File: config.mk
export PLATFORM = sky130hd
export DESIGN_NAME = ysyx_25040105_mem_arbiter
export DESIGN_NICKNAME = d
export VERILOG_FILES = /design/src/rtl/ysyx_25040105_pkg.sv /design/src/rtl/ysyx_25040105_wdog_cnt.sv /design/src/rtl/ysyx_25040105_mem_arbiter.sv
export SDC_FILE = /design/constraint.sdc
export NUM_CORES = 1
export LEC_CHECK = 0
export ABC_AREA = 1
export CORE_MARGIN = 1
export CORE_UTILIZATION = 35
export CTS_CLUSTER_SIZE = 12
export DETAILED_ROUTE_END_ITERATION = 16
export GPL_ROUTABILITY_DRIVEN = 0
export PLACE_DENSITY = 0.78
export SYNTH_ARGS = -nofsm -noshare
export SYNTH_HDL_FRONTEND = slang
export SYNTH_HIERARCHICAL = 1
export SYNTH_SLANG_ARGS = --single-unit
File: constraint.sdc
create_clock -name clk -period 1.6 [get_ports clk]
set_input_delay 0.4 -clock clk [delete_from_list [all_inputs] [get_ports clk]]
set_output_delay 0.4 -clock clk [all_outputs]
set_load 0.02 [all_outputs]
File: src/rtl/ysyx_25040105_pkg.sv
// Shared types and constants for the two-master memory arbiter.
//   arb_state_t     : arbiter FSM states
//   GNT_IFU/GNT_LSU : grant encoding carried on gnt_lsu
//   DEFAULT_TIMEOUT : default watchdog budget in cycles
package ysyx_25040105_pkg;

  typedef enum logic [1:0] {
    ST_IDLE  = 2'd0,
    ST_ISSUE = 2'd1,
    ST_WAIT  = 2'd2,
    ST_RESP  = 2'd3
  } arb_state_t;

  localparam logic GNT_IFU = 1'b0;
  localparam logic GNT_LSU = 1'b1;

  localparam int unsigned DEFAULT_TIMEOUT = 256;

endpackage

File: src/rtl/ysyx_25040105_wdog_cnt.sv
// Clearable watchdog up-counter with terminal-count flag.
//   clk, rst : clock, synchronous active-high reset
//   clr      : restart count at zero (wins over en)
//   en       : count this cycle
//   tc       : count has reached TIMEOUT-1
module ysyx_25040105_wdog_cnt
  import ysyx_25040105_pkg::*;
#(
  parameter int unsigned TIMEOUT = DEFAULT_TIMEOUT
) (
  input  logic clk,
  input  logic rst,
  input  logic clr,
  input  logic en,
  output logic tc
);

  localparam int unsigned CNT_W = $clog2(TIMEOUT);

  logic [CNT_W-1:0] cnt;

  always_ff @(posedge clk) begin
    if (rst) begin
      cnt <= '0;
    end else if (clr) begin
      cnt <= '0;
    end else if (en) begin
      cnt <= cnt + CNT_W'(1);
    end
  end

  assign tc = (cnt == CNT_W'(TIMEOUT - 1));

endmodule

File: src/rtl/ysyx_25040105_mem_arbiter.sv
// Fixed-priority (LSU over IFU) arbiter onto one memory port, one
// transaction outstanding, with a watchdog that converts a hung memory
// into an error response.
//   ifu_req_* / ifu_resp_* : instruction-fetch master (read only)
//   lsu_req_* / lsu_resp_* : load/store master
//   mem_req_* / mem_resp_* : shared downstream memory port
//   busy                   : arbiter is not idle
//   gnt_lsu                : current/last grant is the LSU
module ysyx_25040105_mem_arbiter
  import ysyx_25040105_pkg::*;
#(
  parameter int unsigned ADDR_W  = 32,
  parameter int unsigned DATA_W  = 32,
  parameter int unsigned TIMEOUT = DEFAULT_TIMEOUT
) (
  input  logic                  clk,
  input  logic                  rst,
  input  logic                  ifu_req_valid,
  output logic                  ifu_req_ready,
  input  logic [ADDR_W-1:0]     ifu_req_addr,
  output logic                  ifu_resp_valid,
  input  logic                  ifu_resp_ready,
  output logic [DATA_W-1:0]     ifu_resp_rdata,
  output logic                  ifu_resp_err,
  input  logic                  lsu_req_valid,
  output logic                  lsu_req_ready,
  input  logic [ADDR_W-1:0]     lsu_req_addr,
  input  logic                  lsu_req_wen,
  input  logic [DATA_W-1:0]     lsu_req_wdata,
  input  logic [DATA_W/8-1:0]   lsu_req_wmask,
  output logic                  lsu_resp_valid,
  input  logic                  lsu_resp_ready,
  output logic [DATA_W-1:0]     lsu_resp_rdata,
  output logic                  lsu_resp_err,
  output logic                  mem_req_valid,
  input  logic                  mem_req_ready,
  output logic [ADDR_W-1:0]     mem_req_addr,
  output logic                  mem_req_wen,
  output logic [DATA_W-1:0]     mem_req_wdata,
  output logic [DATA_W/8-1:0]   mem_req_wmask,
  input  logic                  mem_resp_valid,
  output logic                  mem_resp_ready,
  input  logic [DATA_W-1:0]     mem_resp_rdata,
  input  logic                  mem_resp_err,
  output logic                  busy,
  output logic                  gnt_lsu
);

  arb_state_t           state;
  logic [ADDR_W-1:0]    req_addr;
  logic                 req_wen;
  logic [DATA_W-1:0]    req_wdata;
  logic [DATA_W/8-1:0]  req_wmask;
  logic [DATA_W-1:0]    rsp_rdata;
  logic                 rsp_err;
  logic                 stale;

  logic ifu_hs;
  logic lsu_hs;
  logic resp_hs;
  logic wd_tc;

  // Readies are forced low while reset is asserted.
  assign lsu_req_ready = (state == ST_IDLE) && !rst;
  assign ifu_req_ready = (state == ST_IDLE) && !rst && !lsu_req_valid;

  assign ifu_hs  = ifu_req_valid && ifu_req_ready;
  assign lsu_hs  = lsu_req_valid && lsu_req_ready;
  assign resp_hs = (gnt_lsu == GNT_LSU) ? lsu_resp_ready : ifu_resp_ready;

  assign mem_req_valid  = (state == ST_ISSUE);
  assign mem_resp_ready = (state == ST_WAIT);
  assign busy           = (state != ST_IDLE);

  assign mem_req_addr  = req_addr;
  assign mem_req_wen   = req_wen;
  assign mem_req_wdata = req_wdata;
  assign mem_req_wmask = req_wmask;

  assign ifu_resp_valid = (state == ST_RESP) && (gnt_lsu == GNT_IFU);
  assign lsu_resp_valid = (state == ST_RESP) && (gnt_lsu == GNT_LSU);
  assign ifu_resp_rdata = rsp_rdata;
  assign lsu_resp_rdata = rsp_rdata;
  assign ifu_resp_err   = rsp_err;
  assign lsu_resp_err   = rsp_err;

  // Watchdog restarts on every accept and runs through ISSUE and WAIT.
  ysyx_25040105_wdog_cnt #(
    .TIMEOUT (TIMEOUT)
  ) u_wdog (
    .clk (clk),
    .rst (rst),
    .clr ((state == ST_IDLE) && (ifu_hs || lsu_hs)),
    .en  ((state == ST_ISSUE) || (state == ST_WAIT)),
    .tc  (wd_tc)
  );

  // Arbiter FSM with registered request/response payloads.
  always_ff @(posedge clk) begin
    if (rst) begin
      state     <= ST_IDLE;
      gnt_lsu   <= GNT_IFU;
      req_addr  <= '0;
      req_wen   <= 1'b0;
      req_wdata <= '0;
      req_wmask <= '0;
      rsp_rdata <= '0;
      rsp_err   <= 1'b0;
      stale     <= 1'b0;
    end else begin
      case (state)
        ST_IDLE: begin
          if (lsu_hs) begin
            gnt_lsu   <= GNT_LSU;
            req_addr  <= lsu_req_addr;
            req_wen   <= lsu_req_wen;
            req_wdata <= lsu_req_wdata;
            req_wmask <= lsu_req_wmask;
            state     <= ST_ISSUE;
          end else if (ifu_hs) begin
            gnt_lsu   <= GNT_IFU;
            req_addr  <= ifu_req_addr;
            req_wen   <= 1'b0;
            req_wdata <= '0;
            req_wmask <= '0;
            state     <= ST_ISSUE;
          end
        end
        ST_ISSUE: begin
          // Timing out here never reached memory, so no late response.
          if (mem_req_ready) begin
            state <= ST_WAIT;
          end else if (wd_tc) begin
            rsp_rdata <= '0;
            rsp_err   <= 1'b1;
            state     <= ST_RESP;
          end
        end
        ST_WAIT: begin
          // A response while stale belongs to an abandoned transaction.
          if (mem_resp_valid && !stale) begin
            rsp_rdata <= mem_resp_rdata;
            rsp_err   <= mem_resp_err;
            state     <= ST_RESP;
          end else if (wd_tc) begin
            rsp_rdata <= '0;
            rsp_err   <= 1'b1;
            stale     <= 1'b1;
            state     <= ST_RESP;
          end else if (mem_resp_valid) begin
            stale <= 1'b0;
          end
        end
        ST_RESP: begin
          if (resp_hs) begin
            state <= ST_IDLE;
          end
        end
        default: state <= ST_IDLE;
      endcase
    end
  end

endmodule

-- Yosys cells after proc, flatten, opt, wreduce, memory -nomap -nowiden
Index checks and enable logic that the tools add are counted.
- register bits after elaboration: 114
- bits of input ports: 142
- output and inout bits: 143
- add/sub/neg operators: 1
- equality and inequality tests: 7
- mux-type cells: 27
- bitwise gates (word level): 2
- reduce and logical (&&, ||, !) cells: 23
- operators by type and width (operator ; count):
    32-bit 2-to-1 mux ; 7
    32-bit case mux with 2 select lines ; 1
    2-bit 2-to-1 mux ; 6
    1-bit 2-to-1 mux ; 9
    8-bit by 1-bit adder with 8-bit output, second input constant ; 1
    8-bit equality test, second input constant ; 1
    1-bit logical AND ; 8
    4-bit 2-to-1 mux ; 2
    2-bit case mux with 4 select lines ; 1
    2-bit nonzero test ; 4
    2-bit AND reduction ; 3
    2-bit equality test, second input constant ; 2
    2-bit inequality test, second input constant ; 2
    1-bit zero test ; 3
    3-bit inequality test, second input constant ; 1
    3-bit AND reduction ; 1
    2-bit by 1-bit equality test with 1-bit output, second input constant ; 1
    2-bit zero test ; 1
    1-bit logical OR ; 2
    1-bit inverter ; 2
    1-bit case mux with 2 select lines ; 1
    2-bit OR reduction ; 1

-- Depth between registers and ports, before layout
- depth after elaboration: 7
- gate-level depth with buffers: 11
- mapped depth without buffers: 10

-- Modules after synthesis
Netlist, hierarchy kept.
- by module, submodules not included (module ; times used ; cells each ; area each (µm²) ; sequential area each (µm²)):
    ysyx_25040105_mem_arbiter ; 1 ; 613 ; 4556.9 ; 2122.0
    ysyx_25040105_wdog_cnt ; 1 ; 53 ; 380.4 ; 160.2

-- Worst setup path before layout
No wires, ideal clock.
- kind: register to register
- start: register state[0]
- end: register u_wdog.cnt[0]
- setup time: 0.070 ns
- data arrival time: 1.674 ns
- data required time: 1.530 ns
- path slack: -0.143 ns
- cell stages (with the launch flop): 11
- path buffers: 1
- clock period less this slack: 1.743 ns
- cell sequence: dfxtp_1 inv_1 ha_1 inv_2 nor2_8 inv_2 nor2_4 buf_2 nor2_1 o21ai_0 a21oi_1
- word-level cells in the longest chain between the ends: 7
- RTL lines (element ; line ; source):
    from (decl) ; ysyx_25040105_mem_arbiter.sv:49 ; arb_state_t state;
    from (signal assigned) ; ysyx_25040105_mem_arbiter.sv:101 ; state <= ST_IDLE;
    from (signal assigned) ; ysyx_25040105_mem_arbiter.sv:119 ; state <= ST_ISSUE;
    from (signal assigned) ; ysyx_25040105_mem_arbiter.sv:126 ; state <= ST_ISSUE;
    2-bit zero test (*) ; ysyx_25040105_mem_arbiter.sv:64 ; assign lsu_req_ready = (state == ST_IDLE) && !rst;
    1-bit logical AND (*) ; ysyx_25040105_mem_arbiter.sv:64 ;
    net lsu_req_ready ; ysyx_25040105_mem_arbiter.sv:26 ; output logic lsu_req_ready,
    1-bit logical AND ; ysyx_25040105_mem_arbiter.sv:65 ; assign ifu_req_ready = (state == ST_IDLE) && !rst && !lsu_req_valid;
    1-bit logical AND ; ysyx_25040105_mem_arbiter.sv:67 ; assign ifu_hs = ifu_req_valid && ifu_req_ready;
    1-bit logical OR (*) ; ysyx_25040105_mem_arbiter.sv:93 ; .clr ((state == ST_IDLE) && (ifu_hs || lsu_hs)),
    1-bit logical AND (*) ; ysyx_25040105_mem_arbiter.sv:93 ;
    2-bit OR reduction (no line) (*) ; - ;
    to (signal assigned) ; ysyx_25040105_wdog_cnt.sv:28 ; cnt <= cnt + CNT_W'(1);
    to (decl) ; ysyx_25040105_wdog_cnt.sv:20 ; logic [CNT_W-1:0] cnt;
Mark *: on every way through the listed nets, which the timed path passes. The rest lies on a longest branch.
A chain may end at the register's enable or synchronous reset.

-- Final worst setup path
- start: register state[0]
- end: output ifu_req_ready
- word-level cells in the longest chain between the ends: 3
- RTL lines (element ; line ; source):
    2-bit zero test ; ysyx_25040105_mem_arbiter.sv:65 ;
    1-bit logical AND (2 in series) ; ysyx_25040105_mem_arbiter.sv:65 ;
    to (decl) ; ysyx_25040105_mem_arbiter.sv:19 ; output logic ifu_req_ready,
Every way passes these cells.

==> results.txt <==
----------------------------------------------------
[Clock tree]
  Worst skew pair latency ... 0.41 ns
  Clock sink count ... 114
  Buffer type at the clock tree root ... clkbuf_16
  TritonCTS clock tree ... yes
  Reg clk slew, reported paths ... 0.05 ns
  Max H-tree Level ... 4
  Clock Tree Buf Depth ... 2
  TritonCTS buffer count ... 17

[Timing]
  Worst setup margin ... -0.172 ns
  Actual slew at the worst max-slew pin ... 0.534 ns
  Final max-slew violation count ... 0
  Final hold violation count ... 0
  Worst relative slew slack ... 64.4%
  Clk_skew ... 0.00883 ns
  Final setup violation count ... 95
  Achievable frequency ... 564 MHz
  Final-layout worst hold slack ... 0.457 ns
  Time the final worst path needs with I/O delays and setup ... 1.77 ns
  Setup repair after global routing missed its margin ... true
  Post-route fraction of the period consumed by the critical path ... 111%

[Route]
  Number of iterations in the first detailed-routing pass ... 5
  Number of nets still failing antenna checks after routing ... 0
  DRT Wirelength ... 19.5 mm
  DRC ... 0
  Iter 0 DRT Violations ... 281
  Vias per inst ... 4.85
  Average detailed-routed wire length per instance ... 16.6 microns
  Number of vias in the routed layout ... 5693

[Status]
  Failing checks ... setup timing
  Outcome ... finished with violations

[Finish]
  Commonest non-fill, non-tap cells in the layout ... 139 x clkdlybuf4s50_1, 127 x nand2_1, 117 x dlygate4sd2_1
  Number of antenna repair diodes ... 0
  Area of all placed cells without fillers ... 9800 sq um
  Share of layout cells above drive strength 1 ... 29.2%
  Layout overhead on the synthesized area ... 98.5%
  Commonest non-fill, non-tap cell in the layout ... clkdlybuf4s50_1
  Final design utilization ... 70.9%
  Number of nets in the final layout ... 1129

[Worst setup path]
  Crit path buf inv count ... 4
  Element type at the critical path start ... register
  Arrival time worst endpoint ... 1.37 ns
  CP required ... 1.20 ns
  Slowest Stage Delay on Critical Path ... 0.36 ns
  Cell with the largest stage delay on the worst path ... dfxtp_4
  Critical path class ... register to output port
  Family with the most delay on the worst path ... flip-flops
  Worst setup EP type ... output port
  Maximum fanout along the worst path ... 3
  Most frequent CP cell ... inv_4
  List of cells traversed by the critical path ... inv_4 > ha_4 > inv_4 > nor2_8 > inv_4 > nor2_4 > buf_6

[Floorplan]
  Count of pins on the block boundary ... 285
  Die area ... 14600 sq um
  Row count ... 43
  Placeable core area ... 13800 sq um
  Initial Utilization ... 35.7%
  Die extent in y ... 121 microns
  Horizontal extent of the die ... 121 microns

[Yosys]
  Top area cells in the synthesized netlist ... dfxtp_1 46%, nand2_1 14%, a21oi_1 7.8%
  Async set-or-reset flop fraction in the synthesized netlist ... 0%
  Syn_area_per_cell ... 7.41 sq um
  Post-synthesis sequential area ratio ... 46.2%
  Post-Synthesis Cells ... 666
  Distinct cells, synth ... 27
  Most common flop cell mapped by yosys ... dfxtp_1
  Yosys top cell by area ... dfxtp_1
  Total number of yosys warnings ... 6
  Share of Yosys cell area claimed by the top area cell type ... 46.2%
  Flops & latches, synth ... 114
  Number of flops mapped to enable cells by yosys ... 0
  Area of the mapped netlist ... 4940 sq um
  Synthesized net count ... 814

[Placement]
  Hpwl dp ... 11.2 mm
  Post-Place Cell Area ... 7960 sq um
  Worst setup slack after placement ... -0.473 ns
  Count of port buffers added during placement ... 284

[Power]
  Comb power frac ... 42.6%
  Sw Ratio ... 34.4%
  Post-route total power ... 13.0 mW
  Total power divided by cell area ... 1320 nW/um^2
  Clock power frac ... 29.8%
  Portion of total power attributed to sequential cells ... 27.6%
  Leak Pwr ... 4.42 nW
  Net Sw Power ... 4.46 mW
  Internal power component ... 8.52 mW
  Maximum VDD drop ... 0.602 mV

[Global routing]
  Largest net degree at the start of global routing ... 44
  Number of global-route vias before repair ... 5214
  Antenna violations before repair ... 0
  Global-route congestion overflow total ... 0
  Wire length of the first global-routing pass ... 26.0 mm
  Overall track demand over capacity in global routing ... 23.1%

[Min path]
  Worst hold-check path type ... register to register

[Flow run]
  Count of maximum capacitance violations ... 0

----------------------------------------------------
-- worst paths after layout --
path	endpoint	cells after the start	slack (ns)	from
worst max-delay path	ifu_req_ready	7	-0.17	state[0]$_SDFFE_PP0P_
worst max register to register	mem_req_addr[31]$_SDFFE_PP0P_	13	-0.10	state[0]$_SDFFE_PP0P_
worst min register to register	mem_req_addr[7]$_SDFFE_PP0P_	2	0.46	mem_req_addr[7]$_SDFFE_PP0P_
worst min-delay path	mem_req_addr[7]$_SDFFE_PP0P_	2	0.46	mem_req_addr[7]$_SDFFE_PP0P_
-- synthesized netlist by cell type, types with 8 or more instances --
| library cell | n |
|---|---|
| nor2_1 | 59 |
| nand2_1 | 181 |
| inv_1 | 30 |
| clkbuf_1 | 17 |
| buf_2 | 13 |
| o21ai_1 | 19 |
| dfxtp_1 | 114 |
| a21oi_1 | 77 |
| o211ai_1 | 12 |
| buf_4 | 33 |
| buf_6 | 8 |
| nand3_1 | 70 |
-- cells by family (layout without fill, tap and decap cells) --
family | Yosys count | in the layout | synth area share [%]
fa+ha+maj | 6 | 6 | 1.52
compound gates | 118 | 118 | 12.7
simple gates | 320 | 320 | 27.2
flops | 114 | 114 | 46.2
buf+inv | 108 | 435 | 12.3
-- cell type report --
class | count | area (sq um)
fillers | 1065 | 4030
repair buffers | 366 | 3730
multi-input cells | 444 | 2770
flip-flops and latches | 114 | 2290
clock buffers | 21 | 470
well taps | 180 | 225
inverters | 36 | 158
clock inverters | 10 | 133
repair inverters | 2 | 22.5
-- sequential cells by signal (all words and copies together) (netlist names) --
name / count
ifu_resp_rdata: 32
mem_req_addr: 32
mem_req_wdata: 32
u_wdog/cnt: 8
mem_req_wmask: 4
state: 2
gnt_lsu: 1
ifu_resp_err: 1
mem_req_wen: 1
stale: 1
-- metrics by stage --
| stage | cells | setup TNS, ns |
|---|---|---|
| after floorplan | 666 | -0.528 |
| after global placement | 1105 | -27.34 |
| after detailed placement | 1105 | -30.82 |
| after CTS | 1155 | -4.71 |
| after global routing | 1173 | -11.42 |
| final | 1173 | -3.20 |
-- worst min-delay path, stage by stage (launching register included) --
cell     delay [ns]
dfxtp_1        0.31
nand3_2        0.06
nand2_1        0.04
-- power groups by stage --
stage / combinational (mW) / clock, mW / sequential [mW]
floorplan: 1.60 / 0 / 3.99
global placement: 3.92 / 0 / 3.54
detailed placement: 3.96 / 0 / 3.55
CTS: 4.65 / 3.93 / 3.50
global route: 5.88 / 4.06 / 3.62
finish: 5.53 / 3.87 / 3.58
-- repair_timing --
| action | CTS | global route |
|---|---|---|
| gates resized for setup | 267 | 179 |
| pin swaps | 17 | 42 |
| buffers inserted | 14 | 9 |
| setup endpoints to repair | 188 | 119 |
| hold buffers | 0 | 0 |
| gates cloned | 6 | 15 |
-- per-layer routing --
layer	global-route usage (%)	share of wire [%]	vias to the layer above
li1	-	-	2766
met1	24.3	38	2645
met2	41.7	53	245
met3	7.26	7.1	37
met4	10.7	2.4	0
met5	0	0	-
No activity file was read; power rests on OpenSTA's default activity.
